$ cat config.mk
export PLATFORM = sky130hd
export DESIGN_NAME = l1tol2_req_arbiter
export DESIGN_NICKNAME = d
export VERILOG_FILES = /design/src/rtl/l1tol2_req_arbiter_pkg.sv /design/src/rtl/l1tol2_req_arbiter_rr_pick.sv /design/src/rtl/l1tol2_req_arbiter.sv
export SDC_FILE = /design/constraint.sdc
export NUM_CORES = 1
export LEC_CHECK = 0
export CAP_MARGIN = 20
export CORE_ASPECT_RATIO = 0.8
export CORE_MARGIN = 2
export CORE_UTILIZATION = 31
export DETAILED_ROUTE_END_ITERATION = 8
export PLACE_DENSITY = 0.76
export SLEW_MARGIN = 20
export SYNTH_ARGS = -nofsm -noshare
export SYNTH_HDL_FRONTEND = slang
export SYNTH_SLANG_ARGS = --single-unit
$ cat constraint.sdc
create_clock -name clk -period 1.5 [get_ports clk]
set_input_delay 0.3 -clock clk [delete_from_list [all_inputs] [get_ports clk]]
set_output_delay 0.3 -clock clk [all_outputs]
set_load 0.005 [all_outputs]
$ cat src/rtl/l1tol2_req_arbiter_pkg.sv
// Shared types for the L1-to-L2 request arbiter: request payload layout,
// statistics counter type and the round-robin pointer advance helper.
package l1tol2_req_arbiter_pkg;

  // Width of one l1tol2_req payload.
  localparam int REQ_W = 36;

  // Request payload as issued by an L1 cache, packed MSB first.
  typedef struct packed {
    logic [4:0]  l1id;
    logic [2:0]  cmd;
    logic [12:0] pcsign;
    logic [11:0] poffset;
    logic [2:0]  ppaddr;
  } I_l1tol2_req_type;

  // Per-requester grant counter.
  typedef logic [7:0] L1ARB_stat_type;
  localparam L1ARB_stat_type STAT_MAX = 8'hFF;

  // Priority moves to the requester after the winner, wrapping to 0.
  function automatic int next_ptr(input int winner, input int nreq);
    return (winner == nreq - 1) ? 0 : winner + 1;
  endfunction

endpackage

$ cat src/rtl/l1tol2_req_arbiter_rr_pick.sv
// Combinational NREQ-way round-robin picker: returns the first valid
// requester at or after i_rr_ptr, wrapping modulo NREQ.
module l1tol2_rr_pick #(
  parameter int NREQ = 2,
  parameter int SRCW = (NREQ > 1) ? $clog2(NREQ) : 1
) (
  input  logic [NREQ-1:0] i_valid,
  input  logic [SRCW-1:0] i_rr_ptr,
  output logic            o_any_valid,
  output logic [SRCW-1:0] o_winner
);

  // Scan from the furthest candidate back to rr_ptr so the closest valid one wins.
  always_comb begin
    // NOTE: every output gets a default before the loop so no latch is inferred.
    o_any_valid = |i_valid;
    o_winner    = '0;
    for (int k = NREQ - 1; k >= 0; k--) begin
      if (i_valid[(int'(i_rr_ptr) + k) % NREQ]) begin
        o_winner = SRCW'((int'(i_rr_ptr) + k) % NREQ);
      end
    end
  end

endmodule

$ cat src/rtl/l1tol2_req_arbiter.sv
// l1tol2_req_arbiter: merges NREQ L1 request channels onto the single
// l2cache_pipe request input. Round-robin arbitration, one registered
// output entry, valid/retry handshake on every side.
// Optional per-requester grant counters: define L1TOL2_ARB_STATS_EN.
module l1tol2_req_arbiter
  import l1tol2_req_arbiter_pkg::*;
#(
  parameter int NREQ = 2,
  parameter int SRCW = (NREQ > 1) ? $clog2(NREQ) : 1
) (
  input  logic                  clk,
  input  logic                  reset,
  input  logic [NREQ-1:0]       in_req_valid,
  output logic [NREQ-1:0]       in_req_retry,
  input  logic [NREQ*REQ_W-1:0] in_req,
  output logic                  l1tol2_req_valid,
  input  logic                  l1tol2_req_retry,
  output logic [REQ_W-1:0]      l1tol2_req,
  output logic [SRCW-1:0]       l1tol2_req_src,
  output logic [NREQ*8-1:0]     stat_grants
);

  logic             r_valid;
  I_l1tol2_req_type r_req;
  logic [SRCW-1:0]  r_src;
  logic [SRCW-1:0]  r_rr_ptr;

  logic             w_any_valid;
  logic [SRCW-1:0]  w_winner;
  logic             w_ready;
  logic             w_grant;
  I_l1tol2_req_type w_win_req;

  l1tol2_rr_pick #(
    .NREQ (NREQ),
    .SRCW (SRCW)
  ) u_pick (
    .i_valid     (in_req_valid),
    .i_rr_ptr    (r_rr_ptr),
    .o_any_valid (w_any_valid),
    .o_winner    (w_winner)
  );

  // The entry can accept when it is empty or being drained this cycle.
  assign w_ready   = !r_valid || !l1tol2_req_retry;
  assign w_grant   = w_ready && w_any_valid;
  assign w_win_req = I_l1tol2_req_type'(in_req[w_winner*REQ_W +: REQ_W]);

  // Only the granted requester sees retry low; everyone is retried during reset.
  always_comb begin
    in_req_retry = '1;
    if (!reset && w_grant) begin
      in_req_retry[w_winner] = 1'b0;
    end
  end

  // Output entry and round-robin pointer: load on grant, empty when drained, hold otherwise.
  always_ff @(posedge clk or posedge reset) begin
    if (reset) begin
      r_valid  <= 1'b0;
      r_req    <= '0;
      r_src    <= '0;
      r_rr_ptr <= '0;
    end else if (w_grant) begin
      // NOTE: non-blocking assignments keep every flop sampling pre-edge values.
      r_valid  <= 1'b1;
      r_req    <= w_win_req;
      r_src    <= w_winner;
      r_rr_ptr <= SRCW'(next_ptr(int'(w_winner), NREQ));
    end else if (w_ready) begin
      r_valid  <= 1'b0;
    end
  end

  assign l1tol2_req_valid = r_valid;
  assign l1tol2_req       = r_req;
  assign l1tol2_req_src   = r_src;

`ifdef L1TOL2_ARB_STATS_EN
  L1ARB_stat_type r_stat [NREQ];

  // Saturating grant counter per requester, cleared only by reset.
  always_ff @(posedge clk or posedge reset) begin
    if (reset) begin
      // NOTE: this counter array is reset explicitly because software reads it from zero.
      for (int i = 0; i < NREQ; i++) r_stat[i] <= '0;
    end else if (w_grant && (r_stat[w_winner] != STAT_MAX)) begin
      r_stat[w_winner] <= r_stat[w_winner] + L1ARB_stat_type'(1);
    end
  end

  // Flatten the counters onto the output bus.
  always_comb begin
    for (int i = 0; i < NREQ; i++) stat_grants[i*8 +: 8] = r_stat[i];
  end
`else
  assign stat_grants = '0;
`endif

endmodule
* Word level (Yosys, flattened, before mapping) *
Cells that the tools add are included.

operators by class
  $add $sub $neg = 2
  multiply operators = 1
  $lt $le $gt $ge = 4
  shifts and indexed selects = 1
  muxes and demuxes = 13
  bitwise operators = 2
  reduce and logical (&&, ||, !) cells = 9

operators by type and width
  cell                 number
  $shiftx 72x8->36     1
  $mux 1               11
  $mul 1x4->5 const B  1
  $lt 1x2->1 const B   2
  $logic_and 1x1->1    3
  $logic_not 1->1      3
  $lt 2x3->1 const B   1
  $add 1x1->1 const B  2
  $mux 2               1
  $not 2->2            1
  $reduce_bool 2->1    1
  $reduce_or 2->1      1
  $and 1x1->1 const A  1
  $demux 1 s1          1
  $ge 1x1->1 const B   1
  $logic_or 1x1->1     1

storage, ports and cells
  register bits after elaboration = 39
  bits of input ports = 77
  output and inout port bits = 56
  word-level logic and storage cells = 40

* Longest topological paths before layout *
Gate-level depths: netlist of the first run.

  depth in word-level cells = 13
  mapped depth = 5
  depth with buffers taken out = 3

* By module *
A second synthesis of the first run with hierarchy kept.

unflattened totals
  cells, all modules = 147
  area, all modules = 2,348.5 sq um

modules (own cells, without submodules)
  module              times used  cells an instance  area each (sq um)  seq. area each (sq um)
  l1tol2_req_arbiter  1           144                2,331.0            975.9
  l1tol2_rr_pick      1           3                  17.5               0.0

* Least setup slack after synthesis of the first run *
Ideal clock, no wire load.

  path kind = input port to output port
  start point = in reset
  end point = out in_req_retry[0]
  arrival time = 1.290 ns
  required time = 1.200 ns
  path slack = -0.090 ns
  stages = 2
  buffers on the path = 0
  cells stage by stage = inv_1 > nand2_1

on the way
  word-level cells in the longest chain between the ends = 3

RTL lines
  element                           line                      source
  start, declared                   l1tol2_req_arbiter.sv:12  input logic reset,
  $logic_not 1->1 (no source line)  -
  $logic_and 1x1->1                 l1tol2_req_arbiter.sv:52  if (!reset && w_grant) begin
  $mux 2                            l1tol2_req_arbiter.sv:52
  end, declared                     l1tol2_req_arbiter.sv:14  output logic [NREQ-1:0] in_req_retry,

No other way between the ends.

* Final worst setup path of the first run *
  start point = reg r_valid, in the netlist l1tol2_req_valid
  end point = out in_req_retry[1]

on the way
  word-level cells in the longest chain between the ends = 5

RTL lines
  element                 line                      source
  start, declared         l1tol2_req_arbiter.sv:23  logic r_valid;
  start signal, assigned  l1tol2_req_arbiter.sv:60  r_valid <= 1'b0;
  start signal, assigned  l1tol2_req_arbiter.sv:66  r_valid <= 1'b1;
  start signal, assigned  l1tol2_req_arbiter.sv:71  r_valid <= 1'b0;
  $logic_not 1->1         l1tol2_req_arbiter.sv:45  assign w_ready = !r_valid || !l1tol2_req_retry;
  $logic_or 1x1->1        l1tol2_req_arbiter.sv:45
  $logic_and 1x1->1       l1tol2_req_arbiter.sv:46  assign w_grant = w_ready && w_any_valid;
  $logic_and 1x1->1       l1tol2_req_arbiter.sv:52
  $mux 2                  l1tol2_req_arbiter.sv:52

No other way between the ends.

==> impl_metrics.env, run 1 <==
export IMPL_wl_mm=5.48
export IMPL_post_route_drc_count=0
export IMPL_critPathKind="reg -> out"
export IMPL_regArea_um2=976
export IMPL_status="complete, but fails checks"
export IMPL_mostFrequentLayoutCells="clkdlybuf4s50_1 (108), dfrtp_1 (39), and2_1 (36)"
export IMPL_p_per_area_nw_per_um2=932
export IMPL_grt_pass1_vias=1737
export IMPL_end_kind="output port"
export IMPL_cp_endpoint="in_req_retry[1]"
export IMPL_post_place_ws_ps=-517
export IMPL_syn_inst=154
export IMPL_cts_tree="built"
export IMPL_grtUsageMet1=0.202
export IMPL_synth_top_area_frac=0.522
export IMPL_critPathLaunch="l1tol2_req_valid$_DFFE_PP0P_"
export IMPL_fin_skew_ps=5.50
export IMPL_numPortBuffers=116
export IMPL_gr_usage_met3=0.0615
export IMPL_antenna_found_initial=0
export IMPL_cp_num_cells=4
export IMPL_clkTransAtPathRegs_ps=70
export IMPL_cts_hold_fix_buffers=0
export IMPL_max_freq_mhz=624
export IMPL_grt_ovfl_total=0
export IMPL_fin_nets=354
export IMPL_htreeDepth=2
export IMPL_crit_buf_inv=2
export IMPL_critPathMaxFanout=2
export IMPL_rr_worst_depth=6
export IMPL_post_dp_hpwl_mm=3.95
export IMPL_clockBufferDepth=2
export IMPL_grt_max_degree=39
export IMPL_dieArea_um2=6680
export IMPL_start_util=0.318
export IMPL_min_from="in_req_valid[0]"
export IMPL_grt_usage=0.165
export IMPL_wl_per_cell_um=15.3
export IMPL_fill_cells=534
export IMPL_viasPerCell=4.75
export IMPL_busiest_layer="met2"
export IMPL_max_vdd_ir_drop_mv=0.388
export IMPL_critPathLaunchType="register"
export IMPL_finalHoldViolCount=0
export IMPL_std_cell_rows=25
export IMPL_syn_area_um2=1870
export IMPL_die_width_um=90.8
export IMPL_multiInputGateArea_um2=742
export IMPL_top_level_ports=133
export IMPL_violations="negative setup slack"
export IMPL_place_congestion=0.698
export IMPL_crit_required_ps=1200
export IMPL_r2r_start="l1tol2_req_valid$_DFFE_PP0P_"
export IMPL_drt_pass1_iterations=4
export IMPL_crit_family="flip-flops"
export IMPL_period_needed_ps=1600
export IMPL_cts_root_buffer="clkbuf_8"
export IMPL_r2r_end="l1tol2_req[4]$_DFFE_PP0P_"
export IMPL_yosys_top_cells_area="dfrtp_1 (52%), a221o_1 (16%), and2_1 (12%)"
export IMPL_fin_crit_sh=1.07
export IMPL_drive_above_1_share=0.119
export IMPL_dp_cells=349
export IMPL_setup_viol_count_final=32
export IMPL_crit_chain="buf_6, a221oi_4, nand2_1, buf_2"
export IMPL_clock_sinks=39
export IMPL_cpMaxStageDelayCell="dfrtp_1"
export IMPL_yosys_warnings=0
export IMPL_rsz0062_at_grt="true"
export IMPL_grt_first_pass_wirelength_mm=8.48
export IMPL_layout_commonest_cell="clkdlybuf4s50_1"
export IMPL_vias=1701
export IMPL_max_stage_delay_ps=400
export IMPL_grt_util_met2=0.280
export IMPL_syn_to_final_growth_pct=71.1
export IMPL_p_leak_uw=0.00139
export IMPL_yosysTopAreaCell="dfrtp_1"
export IMPL_cp_arrival_ps=1300
export IMPL_instances_no_fill=358
export IMPL_avgSynthCellArea_um2=12.1
export IMPL_rrSetupSlack_ps=-30
export IMPL_num_antenna_cells=0
export IMPL_ys_ff_latch=39
export IMPL_finalWorstSetupSlack_ps=-102
export IMPL_min_path_type="in -> reg"
export IMPL_detail_route_antenna_nets=0
export IMPL_numCtsBuffers=5
export IMPL_synth_cell_types=18
export IMPL_drv_cap=0
export IMPL_die_y_um=73.5
export IMPL_synth_yosys_seq_area_share=0.522
export IMPL_core_area_um2=5880
export IMPL_drt_iter0_drc=46
export IMPL_slew_viol_final=0
export IMPL_clk_latency_ps=280
==> per-stage QoR <==
stage          power (uW)  hold slack, ps  cell area [um2]  utilization  setup TNS (ps)
6_report             2980             470             3200        0.544            -565
5_1_grt              3170             503             3200        0.544           -3570
4_1_cts              3040             456             3200        0.543           -1340
3_5_place_dp         2320             483             3100        0.527          -17410
3_3_place_gp         2290             462             3100        0.527          -15880
2_1_floorplan        1700             281             1930            -               0
==> worst min path at each step <==
stage	endpoint	depth (start not counted)	slack, ps
floorplan	l1tol2_req[0]$_DFFE_PP0P_	1	280
global placement	l1tol2_req_src$_DFFE_PP0P_	1	460
detailed placement	l1tol2_req_src$_DFFE_PP0P_	1	480
CTS	l1tol2_req_valid$_DFFE_PP0P_	3	460
global route	l1tol2_req_valid$_DFFE_PP0P_	3	500
finish	l1tol2_req_valid$_DFFE_PP0P_	3	470
==> cells in the mapped netlist <==
| library cell | n |
|---|---|
| a21o_1 | 1 |
| nor2_1 | 1 |
| buf_2 | 5 |
| buf_4 | 18 |
| inv_1 | 3 |
| buf_8 | 3 |
| nand2_1 | 5 |
| a221oi_2 | 1 |
| o2bb2ai_1 | 1 |
| clkbuf_1 | 1 |
| and2_1 | 36 |
| dfrtp_1 | 39 |
| a221o_1 | 29 |
| a21oi_1 | 1 |
| conb_1 | 1 |
| buf_6 | 1 |
| and3_1 | 1 |
| a221o_2 | 7 |
==> per-layer routing <==
layer	part of all wire	vias up
met4	0.0068	0
met5	0	-
li1	-	780
met2	0.48	84
met1	0.43	832
met3	0.086	5
==> sequential cells by signal, indices dropped and copies added (netlist names) <==
| register | flops |
|---|---|
| l1tol2_req | 36 |
| l1tol2_req_src | 1 |
| l1tol2_req_valid | 1 |
| r_rr_ptr | 1 |
==> where the power goes <==
part	internal, uW	switching [uW]	total (uW)
Clock	360	337	698
Combinational	669	319	988
Sequential	1220	79.9	1300
==> worst reg2reg max path, cell delays in order (launching register included) <==
cell and delay, ps:
dfrtp_1 400, buf_6 130, buf_4 130, o2bb2ai_2 150, buf_12 160, and2_1 160, a221o_2 290
==> layout make-up <==
cell class | instances | share of cell area
Clock buffer | 6 | 0.0258
Timing Repair Buffer | 129 | 0.400
Multi-Input combinational cell | 99 | 0.232
Sequential cell | 39 | 0.305
Clock inverter | 1 | 0.00156
Tap cell | 81 | 0.0317
Inverter | 3 | 0.00469
==> kinds of logic after synthesis <==
logic type             Yosys count  share of synthesized area
DFF                             39                      0.522
buffers and inverters           31                      0.124
and+or+nand+nor                 43                      0.136
other                            1                    0.00200
AOI/OAI and AO/OA               40                      0.217
==> timing repair <==
item | CTS | global route
endpoints found under the setup margin | 39 | 41
pin swaps | 2 | 2
buffers inserted | 2 | 0
resized for setup | 15 | 2
Note: power is estimated with default switching activity, not from simulation.
==> run 2, diff against run 1 <==
--- a/config.mk
+++ b/config.mk
@@ -5,7 +5,6 @@
 export SDC_FILE = /design/constraint.sdc
 export NUM_CORES = 1
 export LEC_CHECK = 0
-export CAP_MARGIN = 20
 export CORE_ASPECT_RATIO = 0.8
 export CORE_MARGIN = 2
 export CORE_UTILIZATION = 31
==> results of run 2 <==
Same layout as run 1: the final DEF is identical, and so are final timing and power.
==> run 3, diff against run 2 <==
--- a/config.mk
+++ b/config.mk
@@ -7,9 +7,9 @@
 export LEC_CHECK = 0
 export CORE_ASPECT_RATIO = 0.8
 export CORE_MARGIN = 2
-export CORE_UTILIZATION = 31
+export CORE_UTILIZATION = 35
 export DETAILED_ROUTE_END_ITERATION = 8
-export PLACE_DENSITY = 0.76
+export PLACE_DENSITY = 0.81
 export SLEW_MARGIN = 20
 export SYNTH_ARGS = -nofsm -noshare
 export SYNTH_HDL_FRONTEND = slang
==> constraint.sdc (replaced) <==
create_clock -name clk -period 1.53 [get_ports clk]
set_input_delay 0.306 -clock clk [delete_from_list [all_inputs] [get_ports clk]]
set_output_delay 0.306 -clock clk [all_outputs]
set_load 0.005 [all_outputs]
==> impl_metrics.env, run 3 (synthesis gave the netlist of run 1 again) <==
export IMPL_grt_ovfl_total=0
export IMPL_std_cell_rows=23
export IMPL_post_route_drc_count=9
export IMPL_p_per_area_nw_per_um2=941
export IMPL_fill_cells=421
export IMPL_syn_to_final_growth_pct=69.2
export IMPL_rrSetupSlack_ps=-50
export IMPL_r2r_start="l1tol2_req_valid$_DFFE_PP0P_"
export IMPL_grt_first_pass_wirelength_mm=8.34
export IMPL_grt_max_degree=39
export IMPL_end_kind="register"
export IMPL_cts_root_buffer="clkbuf_8"
export IMPL_vias=1665
export IMPL_cp_arrival_ps=1750
export IMPL_mostFrequentLayoutCells="clkdlybuf4s50_1 (109), dfrtp_1 (39), and2_1 (36)"
export IMPL_clock_sinks=39
export IMPL_drv_cap=0
export IMPL_die_width_um=85.7
export IMPL_finalWorstSetupSlack_ps=-48.0
export IMPL_critPathLaunchType="register"
export IMPL_fin_crit_sh=1.03
export IMPL_crit_chain="buf_4, buf_6, o2bb2ai_2, buf_12, and2_1, a221o_2"
export IMPL_r2r_end="l1tol2_req[35]$_DFFE_PP0P_"
export IMPL_critPathKind="reg -> reg"
export IMPL_drive_above_1_share=0.116
export IMPL_wl_mm=5.19
export IMPL_p_leak_uw=0.00137
export IMPL_cts_hold_fix_buffers=0
export IMPL_slew_viol_final=0
export IMPL_violations="design-rule violations, negative setup slack"
export IMPL_clkTransAtPathRegs_ps=70
export IMPL_num_antenna_cells=0
export IMPL_cpMaxStageDelayCell="dfrtp_1"
export IMPL_core_area_um2=5090
export IMPL_post_place_ws_ps=-522
export IMPL_antenna_found_initial=0
export IMPL_die_y_um=69.4
export IMPL_viasPerCell=4.93
export IMPL_min_path_type="in -> async"
export IMPL_finalHoldViolCount=0
export IMPL_detail_route_antenna_nets=0
export IMPL_instances_no_fill=338
export IMPL_fin_skew_ps=3.98
export IMPL_top_level_ports=133
export IMPL_max_freq_mhz=634
export IMPL_numPortBuffers=116
export IMPL_clk_latency_ps=280
export IMPL_clockBufferDepth=2
export IMPL_rsz0062_at_grt="true"
export IMPL_dp_cells=329
export IMPL_grt_pass1_vias=1729
export IMPL_status="complete, but fails checks"
export IMPL_wl_per_cell_um=15.3
export IMPL_dieArea_um2=5950
export IMPL_crit_required_ps=1700
export IMPL_fin_nets=352
export IMPL_setup_viol_count_final=23
export IMPL_post_dp_hpwl_mm=3.71
export IMPL_max_vdd_ir_drop_mv=0.376
export IMPL_largest_reg_flops=36
export IMPL_rr_worst_depth=6
export IMPL_start_util=0.367
export IMPL_drt_pass1_iterations=6
export IMPL_drt_iter0_drc=91
export IMPL_cts_tree="built"
export IMPL_period_needed_ps=1580
export IMPL_grt_usage=0.178
export IMPL_fin_hold_ws_ps=450
export IMPL_numCtsBuffers=5
export IMPL_fin_util=0.621
export IMPL_htreeDepth=2
export IMPL_max_stage_delay_ps=430
export IMPL_place_congestion=0.764
export IMPL_layout_commonest_cell="clkdlybuf4s50_1"
export IMPL_critPathMaxFanout=30
run 3: cell count changes in the layout (fill, tap and decap cells not counted), sizes merged:
cell / previous run / this run
clkbuf: 6 / 9
clkinv: 1 / 0
dlymetal6s2s: 2 / 1
buf: 15 / 12
clkdlybuf4s50: 108 / 109
clkdlybuf4s15: 1 / 0
dlygate4sd2: 3 / 4
run 3: area by class of cell:
| type | count | area [um2] | share of cell area |
|---|---|---|---|
| Timing Repair Buffer | 127 | 1250 | 0.395 |
| Sequential cell | 39 | 976 | 0.308 |
| Multi-Input combinational cell | 99 | 744 | 0.235 |
| Clock buffer | 8 | 100 | 0.0316 |
| Tap cell | 62 | 77.6 | 0.0245 |
| Inverter | 3 | 15.0 | 0.00474 |
run 3: worst max-delay path, delay by kind of cell, from the launching register on:
kind | cells | cell delay, ps
flip-flops | 1 | 430
buffers and inverters | 3 | 430
AO/OA/AOI/OAI | 2 | 420
AND/OR/NAND/NOR | 1 | 160
run 3: what timing repair did:
action,4_1_cts,5_1_grt
setup buffers,2,0
gates resized for setup,11,5
endpoints found under the setup margin,39,36
pin swaps,1,2
run 3: worst max path at each step:
stage	start	to	slack, ps
floorplan	l1tol2_req_valid$_DFFE_PP0P_	in_req_retry[1]	130
global placement	l1tol2_req_retry	in_req_retry[0]	-480
global route	l1tol2_req_valid$_DFFE_PP0P_	in_req_retry[1]	-70
CTS	l1tol2_req_valid$_DFFE_PP0P_	in_req_retry[0]	-110
finish	l1tol2_req_valid$_DFFE_PP0P_	l1tol2_req[35]$_DFFE_PP0P_	-50
detailed placement	l1tol2_req_retry	in_req_retry[0]	-520
run 3: through the flow:
stage	instance area [um2]	power [uW]	TNS, ps
after floorplan	1930	1670	0
after global placement	3050	2240	-15120
after detailed placement	3050	2250	-16680
after CTS	3160	3020	-286
after global routing	3160	3140	-1430
final	3160	2980	-333
run 3: routing by layer:
layer	up-vias	global-route usage	routed length, um
li1	776	-	-
met1	798	0.227	2180
met3	2	0.0619	576
met2	89	0.292	2410
met5	-	0	0
met4	0	0.0370	23
run 3: report_power, final:
part | internal [uW] | switching, uW | total (uW) | leakage (uW)
registers | 1190 | 78.8 | 1270 | 0.000476
logic | 647 | 307 | 954 | 0.000839
clock network | 411 | 339 | 750 | 0.0000515
total | 2250 | 725 | 2980 | 0.00137
